[config.mk]
export PLATFORM = sky130hd
export DESIGN_NAME = butterfly2p
export DESIGN_NICKNAME = d
export VERILOG_FILES = /design/src/rtl/butterfly2p.sv
export SDC_FILE = /design/constraint.sdc
export NUM_CORES = 2
export LEC_CHECK = 0
export ABC_AREA = 1
export BUFFER_PORTS_ARGS = -buffer_cell sky130_fd_sc_hd__buf_4
export CAP_MARGIN = 15
export CORE_ASPECT_RATIO = 1.5
export CORE_MARGIN = 1
export CORE_UTILIZATION = 40
export CTS_BUF_LIST = sky130_fd_sc_hd__clkbuf_8 sky130_fd_sc_hd__clkbuf_16
export DETAILED_ROUTE_END_ITERATION = 7
export PLACE_DENSITY_LB_ADDON = 0.3
export SLEW_MARGIN = 10
export SYNTH_ARGS = -nofsm -noshare
export SYNTH_HDL_FRONTEND = slang
export SYNTH_SLANG_ARGS = --single-unit
export TNS_END_PERCENT = 100
[constraint.sdc]
create_clock -name clk -period 0.8 [get_ports clk]
set_clock_uncertainty 0.2 [all_clocks]
set_input_delay 0.04 -clock clk [delete_from_list [all_inputs] [get_ports clk]]
set_output_delay 0.04 -clock clk [all_outputs]
set_load 0.01 [all_outputs]
[src/rtl/butterfly2p.sv]
// Radix-2 DIT butterfly on binary16 complex operands: result1 = A + W*B, result2 = A - W*B.
// Fully combinational datapath into one output register stage; subnormals flush to zero.

module fp16_mul (
    input  logic [15:0] a_i,
    input  logic [15:0] b_i,
    output logic [15:0] y_o
);
    logic        sgn, a_zero, b_zero, a_inf, b_inf, a_nan, b_nan;
    logic        hi, grd, stk;
    logic [21:0] prod;
    logic [10:0] sig;
    logic [11:0] rnd;
    logic [9:0]  frac;
    logic [6:0]  ebias, efield;

    always_comb begin
        sgn    = a_i[15] ^ b_i[15];
        a_zero = (a_i[14:10] == 5'd0);
        b_zero = (b_i[14:10] == 5'd0);
        a_inf  = (a_i[14:10] == 5'h1F) && (a_i[9:0] == 10'd0);
        b_inf  = (b_i[14:10] == 5'h1F) && (b_i[9:0] == 10'd0);
        a_nan  = (a_i[14:10] == 5'h1F) && (a_i[9:0] != 10'd0);
        b_nan  = (b_i[14:10] == 5'h1F) && (b_i[9:0] != 10'd0);
        prod   = {11'b0, 1'b1, a_i[9:0]} * {11'b0, 1'b1, b_i[9:0]};
        hi     = prod[21];
        if (hi) begin
            sig = prod[21:11];
            grd = prod[10];
            stk = |prod[9:0];
        end else begin
            sig = prod[20:10];
            grd = prod[9];
            stk = |prod[8:0];
        end
        rnd    = {1'b0, sig} + {11'b0, grd & (stk | sig[0])};
        frac   = rnd[11] ? 10'd0 : rnd[9:0];
        // ebias carries the exponent offset by +15 so the whole range stays unsigned
        ebias  = {2'b0, a_i[14:10]} + {2'b0, b_i[14:10]} + {6'b0, hi} + {6'b0, rnd[11]};
        efield = ebias - 7'd15;
        if (a_nan || b_nan || (a_inf && b_zero) || (a_zero && b_inf))
            y_o = 16'h7E00;
        else if (a_inf || b_inf)
            y_o = {sgn, 15'h7C00};
        else if (a_zero || b_zero || (ebias < 7'd16))
            y_o = {sgn, 15'h0000};
        else if (ebias > 7'd45)
            y_o = {sgn, 15'h7C00};
        else
            y_o = {sgn, efield[4:0], frac};
    end
endmodule

module fp16_add (
    input  logic [15:0] a_i,
    input  logic [15:0] b_i,
    input  logic        sub_i,
    output logic [15:0] y_o
);
    logic [15:0] bx, big, sml;
    logic        a_zero, b_zero, a_inf, b_inf, a_nan, b_nan, found, grd, stk;
    logic [4:0]  d;
    logic [3:0]  dc, lz, sh;
    logic [27:0] ext;
    logic [14:0] am, bm, s;
    logic [13:0] n;
    logic [10:0] sig;
    logic [11:0] rnd;
    logic [9:0]  frac;
    logic [6:0]  ebias, efield;

    always_comb begin
        bx     = {b_i[15] ^ sub_i, b_i[14:0]};
        a_zero = (a_i[14:10] == 5'd0);
        b_zero = (bx[14:10] == 5'd0);
        a_inf  = (a_i[14:10] == 5'h1F) && (a_i[9:0] == 10'd0);
        b_inf  = (bx[14:10] == 5'h1F) && (bx[9:0] == 10'd0);
        a_nan  = (a_i[14:10] == 5'h1F) && (a_i[9:0] != 10'd0);
        b_nan  = (bx[14:10] == 5'h1F) && (bx[9:0] != 10'd0);
        if (a_i[14:0] >= bx[14:0]) begin
            big = a_i;
            sml = bx;
        end else begin
            big = bx;
            sml = a_i;
        end
        d   = big[14:10] - sml[14:10];
        dc  = (d > 5'd15) ? 4'd15 : d[3:0];
        // three guard bits plus a sticky bit give exact round-to-nearest-even
        ext = {1'b1, sml[9:0], 3'b000, 14'b0} >> dc;
        am  = {2'b01, big[9:0], 3'b000};
        bm  = {1'b0, ext[27:15], ext[14] | (|ext[13:0])};
        s   = (big[15] == sml[15]) ? am + bm : am - bm;
        lz    = 4'd0;
        found = 1'b0;
        for (int i = 14; i >= 0; i--) begin
            if (!found && s[i]) begin
                lz    = 4'(14 - i);
                found = 1'b1;
            end
        end
        sh = 4'd0;
        if (s[14]) begin
            n     = {s[14:2], s[1] | s[0]};
            ebias = {2'b0, big[14:10]} + 7'd17;
        end else begin
            sh    = lz - 4'd1;
            n     = s[13:0] << sh;
            ebias = {2'b0, big[14:10]} + 7'd16 - {3'b0, sh};
        end
        sig    = n[13:3];
        grd    = n[2];
        stk    = |n[1:0];
        rnd    = {1'b0, sig} + {11'b0, grd & (stk | sig[0])};
        frac   = rnd[11] ? 10'd0 : rnd[9:0];
        ebias  = ebias + {6'b0, rnd[11]};
        efield = ebias - 7'd16;
        if (a_nan || b_nan || (a_inf && b_inf && (a_i[15] != bx[15])))
            y_o = 16'h7E00;
        else if (a_inf)
            y_o = {a_i[15], 15'h7C00};
        else if (b_inf)
            y_o = {bx[15], 15'h7C00};
        else if (a_zero && b_zero)
            y_o = {a_i[15] & bx[15], 15'h0000};
        else if (a_zero)
            y_o = bx;
        else if (b_zero)
            y_o = a_i;
        else if (s == 15'd0)
            y_o = 16'h0000;
        else if (ebias < 7'd17)
            y_o = {big[15], 15'h0000};
        else if (ebias > 7'd46)
            y_o = {big[15], 15'h7C00};
        else
            y_o = {big[15], efield[4:0], frac};
    end
endmodule

module butterfly2p (
    input  logic        clk,
    input  logic        rst_n,
    input  logic [31:0] num1,
    input  logic [31:0] num2,
    input  logic [2:0]  twiddle_index,
    output logic [31:0] result1,
    output logic [31:0] result2
);
    localparam logic [15:0] C  = 16'h39A8;
    localparam logic [15:0] NC = 16'hB9A8;

    logic [15:0]       w_re, w_im, m_rr, m_ii, m_ri, m_ir, p_re, p_im;
    logic [3:0][15:0]  o_a, o_b, o_y;
    logic [3:0]        o_sub;
    logic [31:0]       result1_d, result2_d, result1_q, result2_q;

    always_comb begin
        case (twiddle_index)
            3'd0:    {w_re, w_im} = {16'h3C00, 16'h0000};
            3'd1:    {w_re, w_im} = {C,        NC};
            3'd2:    {w_re, w_im} = {16'h0000, 16'hBC00};
            3'd3:    {w_re, w_im} = {NC,       NC};
            3'd4:    {w_re, w_im} = {16'hBC00, 16'h0000};
            3'd5:    {w_re, w_im} = {NC,       C};
            3'd6:    {w_re, w_im} = {16'h0000, 16'h3C00};
            default: {w_re, w_im} = {C,        C};
        endcase
    end

    fp16_mul u_mul_rr (.a_i(num2[31:16]), .b_i(w_re), .y_o(m_rr));
    fp16_mul u_mul_ii (.a_i(num2[15:0]),  .b_i(w_im), .y_o(m_ii));
    fp16_mul u_mul_ri (.a_i(num2[31:16]), .b_i(w_im), .y_o(m_ri));
    fp16_mul u_mul_ir (.a_i(num2[15:0]),  .b_i(w_re), .y_o(m_ir));

    fp16_add u_add_pre (.a_i(m_rr), .b_i(m_ii), .sub_i(1'b1), .y_o(p_re));
    fp16_add u_add_pim (.a_i(m_ri), .b_i(m_ir), .sub_i(1'b0), .y_o(p_im));

    // lanes: 0 = r1.re, 1 = r1.im, 2 = r2.re, 3 = r2.im
    assign o_a   = {num1[15:0], num1[31:16], num1[15:0], num1[31:16]};
    assign o_b   = {p_im, p_re, p_im, p_re};
    assign o_sub = 4'b1100;

    for (genvar g = 0; g < 4; g++) begin : g_out
        fp16_add u_add (.a_i(o_a[g]), .b_i(o_b[g]), .sub_i(o_sub[g]), .y_o(o_y[g]));
    end

    assign result1_d = {o_y[0], o_y[1]};
    assign result2_d = {o_y[2], o_y[3]};

    always_ff @(posedge clk or negedge rst_n) begin
        if (!rst_n) begin
            result1_q <= 32'h0;
            result2_q <= 32'h0;
        end else begin
            result1_q <= result1_d;
            result2_q <= result2_d;
        end
    end

    assign result1 = result1_q;
    assign result2 = result2_q;
endmodule

Yosys cells after proc, flatten, opt, wreduce, memory -nomap -nowiden
Cells that the tools add are included.
- register bits: 64
- input port bits: 69
- output and inout port bits: 64
- logic and storage cells: 816
- add/subtract/negate cells: 80
- multiply operators: 4
- order comparisons: 30
- equal/unequal tests: 30
- shifts and indexed selects: 12
- mux-type cells: 298
- bitwise gates (word level): 45
- reductions and logical operators: 315
- operators by type and width (cell ; count):
    2-to-1 mux 16 bit ; 58
    2-to-1 mux 15 bit ; 30
    2-to-1 mux 4 bit ; 48
    >> shifter 28 x 4 -> 28 bit ; 6
    logical AND 1 bit ; 130
    case mux 16 bit (4 select lines) ; 2
    adder 11 x 1 -> 12 bit ; 10
    zero test 10 bit ; 12
    nonzero test 10 bit ; 12
    2-to-1 mux 10 bit ; 10
    adder 7 x 1 -> 7 bit ; 14
    2-to-1 mux 1 bit ; 98
    adder 14 x 14 -> 15 bit ; 6
    zero test 15 bit ; 6
    subtractor 14 x 14 -> 15 bit ; 6
    multiplier 11 x 11 -> 22 bit ; 4
    zero test 1 bit ; 84
    2-to-1 mux 14 bit ; 6
    OR reduction 14 bit ; 6
    << shifter 14 x 4 -> 14 bit ; 6
    adder 5 x 5 -> 6 bit (second input constant) ; 12
    2-to-1 mux 3 bit ; 24
    > comparator 7 x 6 -> 1 bit (second input constant) ; 10
    less-than comparator 7 x 5 -> 1 bit (second input constant) ; 10
    other kinds (27) ; 204

Longest topological paths before layout
- word-level depth: 157
- gate-level depth with buffers: 200
- mapped depth without buffers: 191

Hierarchy
Synthesis repeated with hierarchy kept, for this count alone.
- cells, all modules: 9202
- area total of the unflattened synthesis: 54701.2 µm²
- modules (own cells, without submodules) (module ; instances ; cells an instance ; area each (µm²) ; seq. area each (µm²)):
    fp16_add ; 6 ; 974 ; 5141.2 ; 0.0
    fp16_mul (u_mul_ir) ; 1 ; 815 ; 5610.4 ; 0.0
    fp16_mul (u_mul_ri) ; 1 ; 824 ; 5601.6 ; 0.0
    fp16_mul (u_mul_ii) ; 1 ; 818 ; 5502.8 ; 0.0
    fp16_mul (u_mul_rr) ; 1 ; 823 ; 5476.5 ; 0.0
    butterfly2p ; 1 ; 78 ; 1662.8 ; 1601.5

Worst setup path before layout
Ideal clock, no wire load.
- kind: in2reg
- start: in twiddle_index[0]
- end: reg result2_q[9] (netlist: result2[9])
- setup time: 0.121 ns
- arrival time: 25.009 ns
- required time: 0.479 ns
- path slack: -24.531 ns
- cell stages on the path: 182
- buffers on the path: 14
- path through: clkbuf_1 clkbuf_1 clkbuf_1 ha_1 ha_1 fa_1 fa_1 fa_1 ha_1 ha_1 nand2_1 inv_2 nand2_1 nor2_1 nand2_1 nand2_2 nand2_2 nand2_4 [... 146 more ...] nand2_2 nor2_8 nand3_2 nor4_1 ha_1 nand3_1 or2_2 o21ai_0 inv_1 a21oi_1 nor2_1 inv_1 o21bai_4 o21bai_1 nand2_1 nand2_1 nand2_1 nand2_1
- cells in the longest elaborated chain, start to end: 157
- elaborated cells on any way between the ends: 306
- those cells by class: 29 x add/sub; 2 x mul; 12 x order compare; 15 x eq/ne; 4 x shift; 106 x mux; 16 x bitwise; 122 x reduce/logical
- RTL lines (element ; RTL line ; RTL):
    from (decl) ; 146 ; input logic [2:0] twiddle_index,
    equality test 3 bit (tied with other cells) ; 159 ; case (twiddle_index)
    OR reduction 2 bit (no line) ; -- ;
    case mux 16 bit (4 select lines) ; 159 ;
    multiplier 11 x 11 -> 22 bit ; 25 ; prod = {11'b0, 1'b1, a_i[9:0]} * {11'b0, 1'b1, b_i[9:0]};
    OR reduction 10 bit or OR reduction 9 bit (tied branches) ; 30, 34 ;
    2-to-1 mux 1 bit ; 27 ; if (hi) begin
    bitwise OR 1 bit ; 36 ; rnd = {1'b0, sig} + {11'b0, grd & (stk | sig[0])};
    AND 1 bit ; 36 ;
    [... 142 more ...] ; -- ;
    2-to-1 mux 16 bit ; 130 ; else if (s == 15'd0)
    2-to-1 mux 16 bit ; 128 ; else if (b_zero)
    2-to-1 mux 16 bit ; 126 ; else if (a_zero)
    2-to-1 mux 16 bit ; 124 ; else if (a_zero && b_zero)
    2-to-1 mux 16 bit ; 122 ; else if (b_inf)
    2-to-1 mux 16 bit ; 120 ; else if (a_inf)
    2-to-1 mux 16 bit * ; 118 ; if (a_nan || b_nan || (a_inf && b_inf && (a_i[15] != bx[15])))
    net g_out[3].u_add.y_o[9] ; 58 ; output logic [15:0] y_o
    to (signal assigned) ; 197 ; result2_q <= result2_d;
    to (decl) ; 156 ; logic [31:0] result1_d, result2_d, result1_q, result2_q;
Mark *: on every way through the listed nets, which the timed path passes. The rest lies on a longest branch.

Final worst setup path
- start: in twiddle_index[0]
- end: reg result2_q[18] (netlist: result2[18])
- cells in the longest elaborated chain, start to end: 157
- elaborated cells on any way between the ends: 307
- those cells by class: 29 x add/sub; 2 x mul; 12 x order compare; 15 x eq/ne; 4 x shift; 106 x mux; 17 x bitwise; 122 x reduce/logical
- RTL lines (element ; RTL line):
    equality test 3 bit (tied with other cells) ; 159
    OR reduction 2 bit (no line) ; --
    case mux 16 bit (4 select lines) ; 159
    multiplier 11 x 11 -> 22 bit ; 25
    OR reduction 10 bit or OR reduction 9 bit (tied branches) ; 30, 34
    2-to-1 mux 1 bit ; 27
    bitwise OR 1 bit ; 36
    AND 1 bit ; 36
    [... 142 more ...] ; --
    2-to-1 mux 16 bit ; 130
    2-to-1 mux 16 bit ; 128
    2-to-1 mux 16 bit ; 126
    2-to-1 mux 16 bit ; 124
    2-to-1 mux 16 bit ; 122
    2-to-1 mux 16 bit ; 120
    2-to-1 mux 16 bit * ; 118
    net g_out[2].u_add.y_o[2] ; 58
Marked as above.

==> impl_results.md <==
* Area of the multi-input gates at 38,800 um^2
* Synthesis-stage register bit count at 64
* Clock-pin slew on the worst setup and hold paths at 60 ps
* Avg Cell Area, Syn at 6.04 um^2
* Worst path max stage delay at 550 ps
* Setup total negative slack at -1,410,340 ps
* Share of the synthesized area in the top cell type at 16.6%
* Final Critical Period at 23,000 ps
* Worst EP arrival at 23,050 ps
* Clock tree sinks at 64
* Crit-path max FO at 13
* Fill count at 8,837
* Initial antenna violation count at 0
* Max-Cap Viols at 0
* Gp weighted congestion at 1.02
* Cell Area, Synth at 39,600 um^2
* Status: complete, but fails checks
* Final hold violation count at 5
* CP Capture Type: register
* CTS root buf: clkbuf_16
* Most common library cells after synthesis: 1,755 x nand2_1, 854 x nand3_1, 803 x inv_1, 498 x ha_1, 420 x nor2_1
* Slew @ Worst Pin at 902 ps
* Area of the core at 98,300 um^2
* Failing checks: hold timing, setup timing
* Final worst slack at -22,200 ps
* I/O pin total at 133
* CP Launch Point: twiddle_index[0]
* CP max-delay cell: fa_2
* Area leader, netlist: nand2_1
* Count of final max-slew check failures at 0
* Remaining Overflow, GRT at 0
* Top-count cell post-synth: nand2_1
* Cell count after synthesis at 6,559
* Initial DRC Count at 3,145
* Synth unique cells at 91
* Layout Nets at 9,312
* Wire per inst at 16.5 um
* Deepest clock path buffer count at 2
* Worst Setup Start Kind: input pin
* # rows at 141
* Register area at 1610 um^2
* Vias in the first global route at 52.2k
* Cts hold-fix bufs at 1
* Die Y at 387 um
* Hold WC Path Type: input pin to async pin
* Worst hold margin at -105 ps
* H-tree depth at 3
* Slew headroom at 39.2%
* Num CTS Buffers at 9
* EDFF count, synth at 0
* CP Class: input pin to register
* Asr flop ratio synth at 100%
* First-pass GRT wire length at 254,000 um
* Max Fclk at 43.5 MHz
* Share of layout cells above drive strength 1 at 43.8%
* Buffers on Ports at 132
* Synthesis-to-finish area growth at 59.8%
* Largest net degree at the start of global routing at 37
* Die Footprint at 100,000 um^2
* Initial Util at 40.3%
* Fin crit share at 2870%
* CP dominant cell by count: buf_4
* RSZ-0062 raised after global routing: true
* WP data required at 850 ps
* Main synth FF type: dfrtp_1
* Post-DP HPWL at 136,000 um
* Critical Path Sink: result2[18]
* Register area share after synthesis at 4.04%
* Die extent in x at 259 um
* CTS tree: done
* N_diodes at 0
* Total Routing Usage GR at 30.9%
* Final ANT Viol Nets at 0
* Syn nets at 7,236
* Synth area leaders: nand2_1 17%, ha_1 16%, nand3_1 11%, inv_1 7.6%, fa_1 5.6%
* Vias/cell at 5.22
* Final setup violation count at 128
* Vias after detailed routing at 51.8k
* Wirelength, routed at 164,000 um
* DRC viols at 0
* Ys Warns at 0
* Drt pass-1 iters at 6
## metal layers
metal | global-route usage, % | vias to the layer above | routed length (um)
li1 | - | 25800 | -
met1 | 31.9 | 24100 | 59800
met2 | 59.2 | 1414 | 86200
met3 | 2.03 | 536 | 5620
met4 | 20.1 | 0 | 12100
met5 | 0 | - | 0
## sequential cells by signal, indices dropped and copies added (netlist names)
register / count
result1: 32
result2: 32
## critical path, delay by kind of cell
kind	cells	cell delay, ps
buf+inv	41	4480
xor+xnor	4	490
simple gates	82	8790
compound gates	30	4020
fa+ha+maj	20	5180
## cell type report
| type | instances | share of cell area [%] |
|---|---|---|
| Clock buffer | 10 | 0.378 |
| Inverter | 900 | 5.59 |
| Sequential cell | 64 | 2.54 |
| Clock inverter | 5 | 0.0771 |
| Tap cell | 1287 | 2.55 |
| Multi-Input combinational cell | 5432 | 61.3 |
| Timing Repair Buffer | 2225 | 27.5 |
| Timing Repair inverter | 3 | 0.0297 |
## through the flow
step           setup slack (ps)  instance area (um^2)  std cells  util (%)  hold WS (ps)
3_5_place_dp             -23420                 57000       9703      58.0          -320
6_report                 -22200                 63300       9926      64.4          -105
2_1_floorplan            -22060                 41500       6559         -          -456
4_1_cts                  -22030                 60100       9842      61.2          -117
3_3_place_gp             -23010                 57000       9703      58.0          -322
5_1_grt                  -23590                 63300       9926      64.4         -85.2
## how the worst min path moves through the flow
| stage | from | endpoint | slack, ps | cells after the start |
|---|---|---|---|---|
| floorplan | rst_n | result1[0] | -460 | 0 |
| global placement | rst_n | result1[8] | -320 | 1 |
| detailed placement | rst_n | result2[8] | -320 | 1 |
| CTS | rst_n | result1[8] | -120 | 2 |
| global route | rst_n | result1[8] | -90 | 2 |
| finish | rst_n | result1[8] | -100 | 2 |
## cells by family (layout without fill, tap and decap cells)
| logic type | Yosys count | after routing | share of synthesized area, % |
|---|---|---|---|
| AO/OA/AOI/OAI | 890 | 891 | 12.9 |
| XOR/XNOR | 183 | 183 | 4.21 |
| adder cells (fa/ha/maj) | 608 | 608 | 21.3 |
| buffers and inverters | 1071 | 3143 | 12.1 |
| flip-flops | 64 | 64 | 4.04 |
| AND/OR/NAND/NOR | 3743 | 3750 | 45.4 |
## placed cells by master, fill, tap and decap left out, types with 23 or more instances in the layout
master    count
buf_4      2096
nand2_1    1585
inv_1       727
nand3_1     680
ha_1        351
nor2_1      344
nand2_2     305
a21oi_1     239
nand3_2     214
o21ai_0     180
ha_4        126
inv_2       121
o21ai_1     109
nand4_1     105
nand2_4     105
buf_6       103
xor2_1      102
o21ai_2      99
a21oi_2      91
fa_1         89
nor2_2       86
dfrtp_1      61
nor2_4       59
xnor2_1      58
nand3_4      45
nor3_1       43
or2_2        28
o21bai_1     24
inv_4        24
nor4_1       23
nand3b_1     23
## timing repair
item,in CTS,in global routing
buffers inserted,116,79
hold endpoints to repair,64,5
gates cloned,7,7
endpoints found under the setup margin,128,128
pin swaps,193,286
resized for setup,452,578
Power is left out: the tool's default activity adds up to more than one toggle a clock period on the data nets, which glitch-free logic cannot reach.
